<file path="config.mk">
export PLATFORM = sky130hd
export DESIGN_NAME = instr_fetch
export DESIGN_NICKNAME = d
export VERILOG_FILES = /design/src/rtl/instr_fetch.sv
export SDC_FILE = /design/constraint.sdc
export NUM_CORES = 1
export LEC_CHECK = 0
export CAP_MARGIN = 40
export CELL_PAD_IN_SITES_DETAIL_PLACEMENT = 0
export CELL_PAD_IN_SITES_GLOBAL_PLACEMENT = 1
export CORE_ASPECT_RATIO = 0.6
export CORE_MARGIN = 8
export CORE_UTILIZATION = 36
export DETAILED_ROUTE_END_ITERATION = 12
export PLACE_DENSITY = 0.88
export SLEW_MARGIN = 20
export SYNTH_ARGS = -nofsm -noshare
export SYNTH_HDL_FRONTEND = slang
export SYNTH_SLANG_ARGS = --single-unit
</file>
<file path="constraint.sdc">
create_clock -name clk -period 3.9 [get_ports clk]
set_input_delay 0.78 -clock clk [delete_from_list [all_inputs] [get_ports clk]]
set_output_delay 0.78 -clock clk [all_outputs]
set_load 0.1 [all_outputs]
</file>
<file path="src/rtl/instr_fetch.sv">
// Fetch stage: owns the PC, issues single-outstanding imem reads, squashes on redirect, honours stall.
// Optional feature macro: PC_ALIGN_CHECK_EN (adds misalign_err, word-aligns redirect targets).
module instr_fetch #(
    parameter int                ADDR_W    = 32,
    parameter logic [ADDR_W-1:0] RESET_VEC = 32'h0000_0000
) (
    input  logic              clk,
    input  logic              rst_n,
    input  logic              stall,
    input  logic              redirect,
    input  logic [ADDR_W-1:0] redirect_pc,
    output logic              imem_req,
    output logic [ADDR_W-1:0] imem_addr,
    input  logic              imem_rdy,
    input  logic              imem_valid,
    input  logic [31:0]       imem_rdata,
    output logic [31:0]       instr_out,
    output logic [ADDR_W-1:0] pc_out,
    output logic              instr_valid
`ifdef PC_ALIGN_CHECK_EN
    ,
    output logic              misalign_err
`endif
);

    typedef enum logic [1:0] {
        S_IDLE,
        S_REQ,
        S_WAIT,
        S_DROP
    } state_t;

    state_t            r_state;
    state_t            w_state_next;
    logic [ADDR_W-1:0] r_pc;
    logic [31:0]       r_instr_out;
    logic [ADDR_W-1:0] r_pc_out;
    logic              r_instr_valid;
    logic [ADDR_W-1:0] w_redirect_target;
    logic              w_slot_free;
    logic              w_consume;
    logic              w_req;
    logic              w_capture;

    assign w_slot_free = !r_instr_valid || !stall;
    assign w_consume   = r_instr_valid && !stall;

`ifdef PC_ALIGN_CHECK_EN
    logic r_misalign_err;

    assign w_redirect_target = {redirect_pc[ADDR_W-1:2], 2'b00};
    assign misalign_err      = r_misalign_err;

    always_ff @(posedge clk or negedge rst_n) begin
        if (!rst_n) begin
            r_misalign_err <= 1'b0;
        end else begin
            r_misalign_err <= redirect && (redirect_pc[1:0] != 2'b00);
        end
    end
`else
    assign w_redirect_target = redirect_pc;
`endif

    always_ff @(posedge clk or negedge rst_n) begin
        if (!rst_n) begin
            r_state <= S_IDLE;
        end else begin
            r_state <= w_state_next;
        end
    end

    always_comb begin
        w_state_next = r_state;
        w_req        = 1'b0;
        w_capture    = 1'b0;
        case (r_state)
            S_IDLE: begin
                w_state_next = S_REQ;
            end
            S_REQ: begin
                w_req = w_slot_free && !redirect;
                if (w_req && imem_rdy) begin
                    w_state_next = S_WAIT;
                end
            end
            S_WAIT: begin
                if (redirect) begin
                    w_state_next = imem_valid ? S_REQ : S_DROP;
                end else if (imem_valid) begin
                    w_capture    = 1'b1;
                    w_state_next = S_REQ;
                end
            end
            S_DROP: begin
                // The stale word closes the outstanding read even if another redirect
                // lands in the same cycle; waiting on would never see a further word.
                if (imem_valid) begin
                    w_state_next = S_REQ;
                end
            end
            default: begin
                w_state_next = S_IDLE;
            end
        endcase
    end

    always_ff @(posedge clk or negedge rst_n) begin
        if (!rst_n) begin
            r_pc          <= RESET_VEC;
            r_instr_out   <= 32'h0000_0000;
            r_pc_out      <= '0;
            r_instr_valid <= 1'b0;
        end else if (redirect) begin
            r_pc          <= w_redirect_target;
            r_instr_valid <= 1'b0;
        end else if (w_capture) begin
            r_instr_out   <= imem_rdata;
            r_pc_out      <= r_pc;
            r_instr_valid <= 1'b1;
            r_pc          <= r_pc + ADDR_W'(4);
        end else if (w_consume) begin
            r_instr_valid <= 1'b0;
        end
    end

    assign imem_req    = w_req;
    assign imem_addr   = r_pc;
    assign instr_out   = r_instr_out;
    assign pc_out      = r_pc_out;
    assign instr_valid = r_instr_valid;

endmodule

</file>
==> run metrics, run 1 <==
outcome=finished clean; Residual DRC=0; Post-synth EDFFs=0; top cell type's share of synthesized area=0.5659; Post-Syn Instances=between 300 and 400; Routed Antenna Nets=0; yosys warns=0; Crit path largest cell delay=0.67 ns; CP endpoint kind=register; hpwl dp=between 10,000 and 15,000 um; worst hold path class=in -> async; overall power=around 5.5 mW; ys async rst share=1.000; synthesized flop and latch total=~100; number of global-route vias before repair=~4,300; Vias/cell=between 5 and 6; WL final=14,940 um; DIE HEIGHT=between 100 and 150 um; average routed wire per standard cell=18.69 um; Buf/Inv on CP=1; largest fanout on the critical path=20; GRT Util Overall=0.1869; htree depth=3; max_cap viols=0; Post-Syn Area per Cell=roughly 12 sq um; CP delay by family, top=simple AND/OR/NAND/NOR gates; routability cong.=between 0.7 and 0.8; Post-CTS Resized=0; register area share after synthesis=0.5659; clock sinks=99; library cells used by synthesis=39; Fin. Hold Viols=0; Num CTS Buffers=9; area grow syn2layout=89.25%; first-pass GRT wire length=around 23,000 um; Slowest-stage cell, CP=or4_1; CTS tree=yes; clock latency on the worst-skew pair=roughly 0.34 ns; global route overflow=0; Synth Net Count=437; top-level port count=168; RSZ-0062 raised after global routing=false; setup violators final=0; slew at the pin closest to its max-slew limit=just over 0.7 ns; largest cells by area after synthesis=dfrtp_1 57%, mux2_2 17%, or4_1 2.7%, a31oi_1 2.7%, o31ai_1 2.4%; CP Class=in -> reg; setup TNS=0 ns; maximum VDD drop=435.8 uV; Row Count=31; crit start category=primary input; Rel. slew slack=0.5166; fin crit period=3.029 ns; hold buffers post-CTS=0; CP arrival=3.28 ns; die width=158.4 um; # diodes=0; highest clock rate=~330 MHz; pin count of the biggest net entering global routing=56; DIE AREA=~0.016 sq mm; CTS clk-pin slew, worst paths=~0.07 ns; CTS Buffer Depth=2; Top FF cell, synth=dfrtp_1; Cell Area, Synth=between 0.004 and 0.005 sq mm; Core ar.=between 0.01 and 0.015 sq mm; Worst EP required=about 4.2 ns; CP cell instances=clkdlybuf4s50_1 > and3b_1 > nand3_1 > or4_1 > a31oi_1; DR iter-0 viols=between 150 and 200; share of layout cells above drive strength 1=0.3044; Leakage=approximately 3.5 nW; port bufs=between 150 and 200; PD cells=between 600 and 700 mW/mm^2; cell with the most instances after synthesis=dfrtp_1; Root Driver=clkbuf_16; 1st-pass router iterations=4; synth cell count leaders=99 x dfrtp_1, 66 x mux2_2, 23 x nor2_1; total number of vias=around 4,100; final net count=700; period utilization=0.7768; Synth area leader=dfrtp_1; Initial Util=0.3665; setup slack, reg-to-reg=between 1 and 1.5 ns; initial antenna violation count=0; Setup Skew=between 0.007 and 0.008 ns; setup bufs post-CTS=0; fin. max-slew vios=0
[worst register-to-register path: cells and delay by family (launching register included)]
family / cells / cell delay [ns]
AND/OR/NAND/NOR: 3 / 1.80
flip-flops: 1 / 0.45
AO/OA/AOI/OAI: 1 / 0.20
[final cells by class]
type,instances,area (sq um)
Clock inverter,6,53.80
Fill cell,884,3661
Sequential cell,99,2477
Timing Repair Buffer,271,3476
Inverter,5,18.77
Tap cell,165,206.4
Clock buffer,10,239.0
Multi-Input combinational cell,243,1814
[flip-flops by register name, summed over array words and instances (netlist names)]
register,flops
r_state,2
instr_valid,1
instr_out,32
imem_addr,32
pc_out,32
[worst paths after layout]
path,startpoint,endpoint,cells after the start
setup / recovery,imem_valid,imem_addr[21],5
max in group asynchronous,rst_n,imem_addr[27],2
setup reg to reg,r_state[0],imem_addr[21],4
min in group clk,instr_out[20],instr_out[20],1
hold reg to reg,instr_out[20],instr_out[20],1
hold / removal,rst_n,pc_out[2],1
[power by group]
part	switching [mW]	internal [mW]	total [mW]	leakage, nW
clock network	0.407	0.463	0.870	0.142
logic	1.97	1.24	3.21	2.11
registers	0.160	1.23	1.39	1.24
[per-layer routing]
layer / vias to the layer above / global-route usage / share of wire
li1: 1891 / - / -
met4: 0 / 0.04975 / 0.018
met5: - / 0 / 0
met1: 2031 / 0.2256 / 0.41
met2: 139 / 0.3144 / 0.49
met3: 21 / 0.06476 / 0.086
[cells by family after synthesis]
group,Yosys count,share of synthesized area
compound gates,54,0.07831
mux,68,0.1743
flops,99,0.5659
fa+ha+maj,1,0.002858
simple gates,112,0.1395
xor+xnor,8,0.01600
buf+inv,24,0.02315
[metrics by stage]
stage / hold WS, ns / worst slack, ns / cells / util / area (sq um)
6_report: 0.4884 / 0.8706 / 799 / 0.6935 / 8285
5_1_grt: 0.5274 / 0.7214 / 799 / 0.6935 / 8285
4_1_cts: 0.5123 / 0.8621 / 799 / 0.6935 / 8285
3_5_place_dp: 0.4951 / 0.5155 / 783 / 0.6690 / 7993
3_3_place_gp: 0.4906 / 0.6905 / 686 / 0.5230 / 6248
2_1_floorplan: 0.4844 / 0.4453 / 366 / - / 4378
[cell usage in the layout (no fill, tap or decap), drive strengths merged, types with 10 or more instances in the layout]
master         count
o21ai             16
dfrtp             99
mux2              66
clkdlybuf4s50    165
nand2             22
nand3             17
or4               17
nor2              23
clkbuf            10
a31oi             19
buf              106
o31ai             14
No activity file was read; power rests on OpenSTA's default activity.
==> inputs of run 2 (changes only) <==
--- a/config.mk
+++ b/config.mk
@@ -10,9 +10,9 @@
 export CELL_PAD_IN_SITES_GLOBAL_PLACEMENT = 1
 export CORE_ASPECT_RATIO = 0.6
 export CORE_MARGIN = 8
-export CORE_UTILIZATION = 36
+export CORE_UTILIZATION = 34
 export DETAILED_ROUTE_END_ITERATION = 12
-export PLACE_DENSITY = 0.88
+export PLACE_DENSITY = 0.84
 export SLEW_MARGIN = 20
 export SYNTH_ARGS = -nofsm -noshare
 export SYNTH_HDL_FRONTEND = slang
==> constraint.sdc (replaced) <==
create_clock -name clk -period 2.9 [get_ports clk]
set_input_delay 0.58 -clock clk [delete_from_list [all_inputs] [get_ports clk]]
set_output_delay 0.58 -clock clk [all_outputs]
set_load 0.1 [all_outputs]
==> run 2 against run 1 <==
  * Final cell count decreased by 11%
  * Core utilization shrank 19 points
  * Critical path type is now in -> out
  * Largest power group unchanged
  * First-iteration DRC count is 12% lower
  * Via count fell by 12%
  * Worst setup slack worse by 0.32 ns
  * Cell area is 23% lower
  * Clock power is 34% higher
==> run metrics, run 2 (same netlist as run 1, synthesis figures left out) <==
Crit path largest cell delay=0.44 ns (was 0.67 ns); setup violators final=0 (unchanged); Slowest-stage cell, CP=clkdlybuf4s50_1 (was or4_1); hpwl dp=9833 um (was 11,950 um); first-pass GRT wire length=20,820 um (was 23,340 um); PD cells=962.4 mW/mm^2 (was 660.6 mW/mm^2); Routed Antenna Nets=0 (unchanged); area of the multi-input gates=0.001817 sq mm (was 0.001814 sq mm); maximum VDD drop=574.7 uV (was 435.8 uV); highest clock rate=425.4 MHz; hold buffers post-CTS=0 (unchanged); Post-DP Area=0.006047 sq mm (was 0.007993 sq mm); initial antenna violation count=0 (unchanged); leading cell type in the layout, fill and taps excluded=buf_4 (was clkdlybuf4s50_1); Setup Skew=0.008446 ns (was 0.007906 ns); fin crit period=about 2.4 ns; Vias/cell=5.078 (was 5.109); CP Class=in -> out (was in -> reg); setup TNS=0 ns (unchanged); 1st-pass router iterations=4 (unchanged); fin. max-slew vios=0 (unchanged); slew at the pin closest to its max-slew limit=0.6733 ns (was 0.7250 ns); # diodes=0 (unchanged); DIE HEIGHT=103.9 um (was 101.4 um); Final Cell Area=0.006339 sq mm (was 0.008285 sq mm); area grow syn2layout=44.78% (was 89.25%); Post-Place Cells=692 (was 783); RSZ-0062 raised after global routing=false (unchanged); CP cell instances=clkdlybuf4s50_1 > a21boi_0 > nand2_1 > nor2_2 > buf_12 (was clkdlybuf4s50_1 > and3b_1 > nand3_1 > or4_1 > a31oi_1); CTS Buffer Depth=2 (unchanged); global route overflow=0 (unchanged); htree depth=3 (unchanged); DR iter-0 viols=160 (was 181); DIE AREA=0.01688 sq mm (was 0.01606 sq mm); Row Count=32 (was 31); GRT Util Overall=0.1540 (was 0.1869); overall power=6.101 mW (was 5.474 mW); share of layout cells above drive strength 1=0.3625 (was 0.3044); worst hold path class=in -> async (unchanged); GR peak layer=met2 (unchanged); largest fanout on the critical path=3 (was 20); CP endpoint kind=output pin (was register); met2 GRT Util=0.2364 (was 0.3144); port bufs=167 (unchanged); Buf/Inv on CP=2 (was 1); Hold Slack=0.2673 ns (was 0.4884 ns); clock sinks=99 (unchanged); final net count=604 (was 700); average routed wire per standard cell=18.26 um (was 18.69 um); Residual DRC=0 (unchanged); Register Area=0.002477 sq mm (unchanged); Initial Util=0.3449 (was 0.3665); outcome=finished clean (unchanged); number of global-route vias before repair=3,819 (was 4,323); Worst EP required=2.32 ns (was 4.15 ns); Global Route met1 Usage=0.2014 (was 0.2256); crit start category=primary input (unchanged); die width=162.5 um (was 158.4 um); post-route insts no fill=708 (was 799); CP delay by family, top=buffers and inverters (was simple AND/OR/NAND/NOR gates); Root Driver=clkbuf_16 (unchanged); met3 Use GR=0.05692 (was 0.06476); Leakage=2.804 nW (was 3.491 nW); WL final=12,930 um (was 14,940 um); Post-CTS Resized=0 (unchanged); Num CTS Buffers=9 (unchanged); CTS clk-pin slew, worst paths=0.07 ns (about the same); routability cong.=0.7166 (was 0.7616); Fill cells=1,140 (was 884); total number of vias=3,595 (was 4,082); Rel. slew slack=0.5511 (was 0.5166); CTS tree=yes (unchanged); setup bufs post-CTS=0 (unchanged); CP arrival=1.77 ns (was 3.28 ns); pin count of the biggest net entering global routing=52 (was 56); Core ar.=0.01269 sq mm (was 0.01195 sq mm); clock latency on the worst-skew pair=0.34 ns (about the same); period utilization=0.8107; max_cap viols=0 (unchanged); Fin. Hold Viols=0 (unchanged); top-level port count=168 (unchanged); most frequent cells in the layout=104 x buf_4, 99 x dfrtp_1, 68 x clkdlybuf4s50_1 (was 165 x clkdlybuf4s50_1, 99 x dfrtp_1, 74 x buf_8)
-- run 2: cell count changes in the layout (fill, tap and decap cells not counted) --
cell             delta
clkdlybuf4s50_1    -97
clkbuf_8            -1
buf_4              +96
nor2_2              +1
clkinvlp_4          -1
nor2_1              -1
inv_8               +1
inv_6               -1
buf_8              -74
buf_16             -23
buf_12              +2
clkinv_4            +2
-- run 2: final cells by class --
| class | count | share of cell area |
|---|---|---|
| Clock buffer | 9 | 0.03553 |
| Clock inverter | 7 | 0.01046 |
| Inverter | 5 | 0.002961 |
| Multi-Input combinational cell | 243 | 0.2866 |
| Sequential cell | 99 | 0.3908 |
| Tap cell | 170 | 0.03356 |
| Timing Repair Buffer | 175 | 0.2400 |
-- run 2: final timing paths --
check / endpoint / slack [ns] / startpoint / depth (start not counted)
max: imem_req / 0.55 / stall / 5
min: pc_out[2] / 0.27 / rst_n / 1
max reg2reg: imem_addr[28] / 0.57 / imem_addr[2] / 5
min reg2reg: instr_out[31] / 0.51 / instr_out[31] / 1
max in group asynchronous: instr_out[6] / 1.93 / rst_n / 2
min in group clk: instr_out[31] / 0.51 / instr_out[31] / 1
-- run 2: per-stage QoR --
| step | util | worst slack [ns] |
|---|---|---|
| floorplan | - | 0.07258 |
| global placement | 0.4764 | 0.4111 |
| detailed placement | 0.4764 | 0.4161 |
| CTS | 0.4994 | 0.5617 |
| global route | 0.4994 | 0.4411 |
| finish | 0.4994 | 0.5490 |
-- run 2: worst reg2reg max path: stages (launching register included) --
cell and delay (ns):
dfrtp_1 0.43, ha_1 0.25, nand4_1 0.15, or4_1 0.71
or4_1 0.55, a31oi_1 0.17
-- run 2: power breakdown --
part           internal, mW  switching (mW)
combinational         0.663            2.40
sequential             1.66           0.207
clock                 0.605           0.566
-- run 2: per-layer routing --
layer	up-vias	share of wire
met1	1762	0.45
met3	13	0.080
met2	118	0.46
met5	-	0
li1	1702	-
met4	0	0.0092
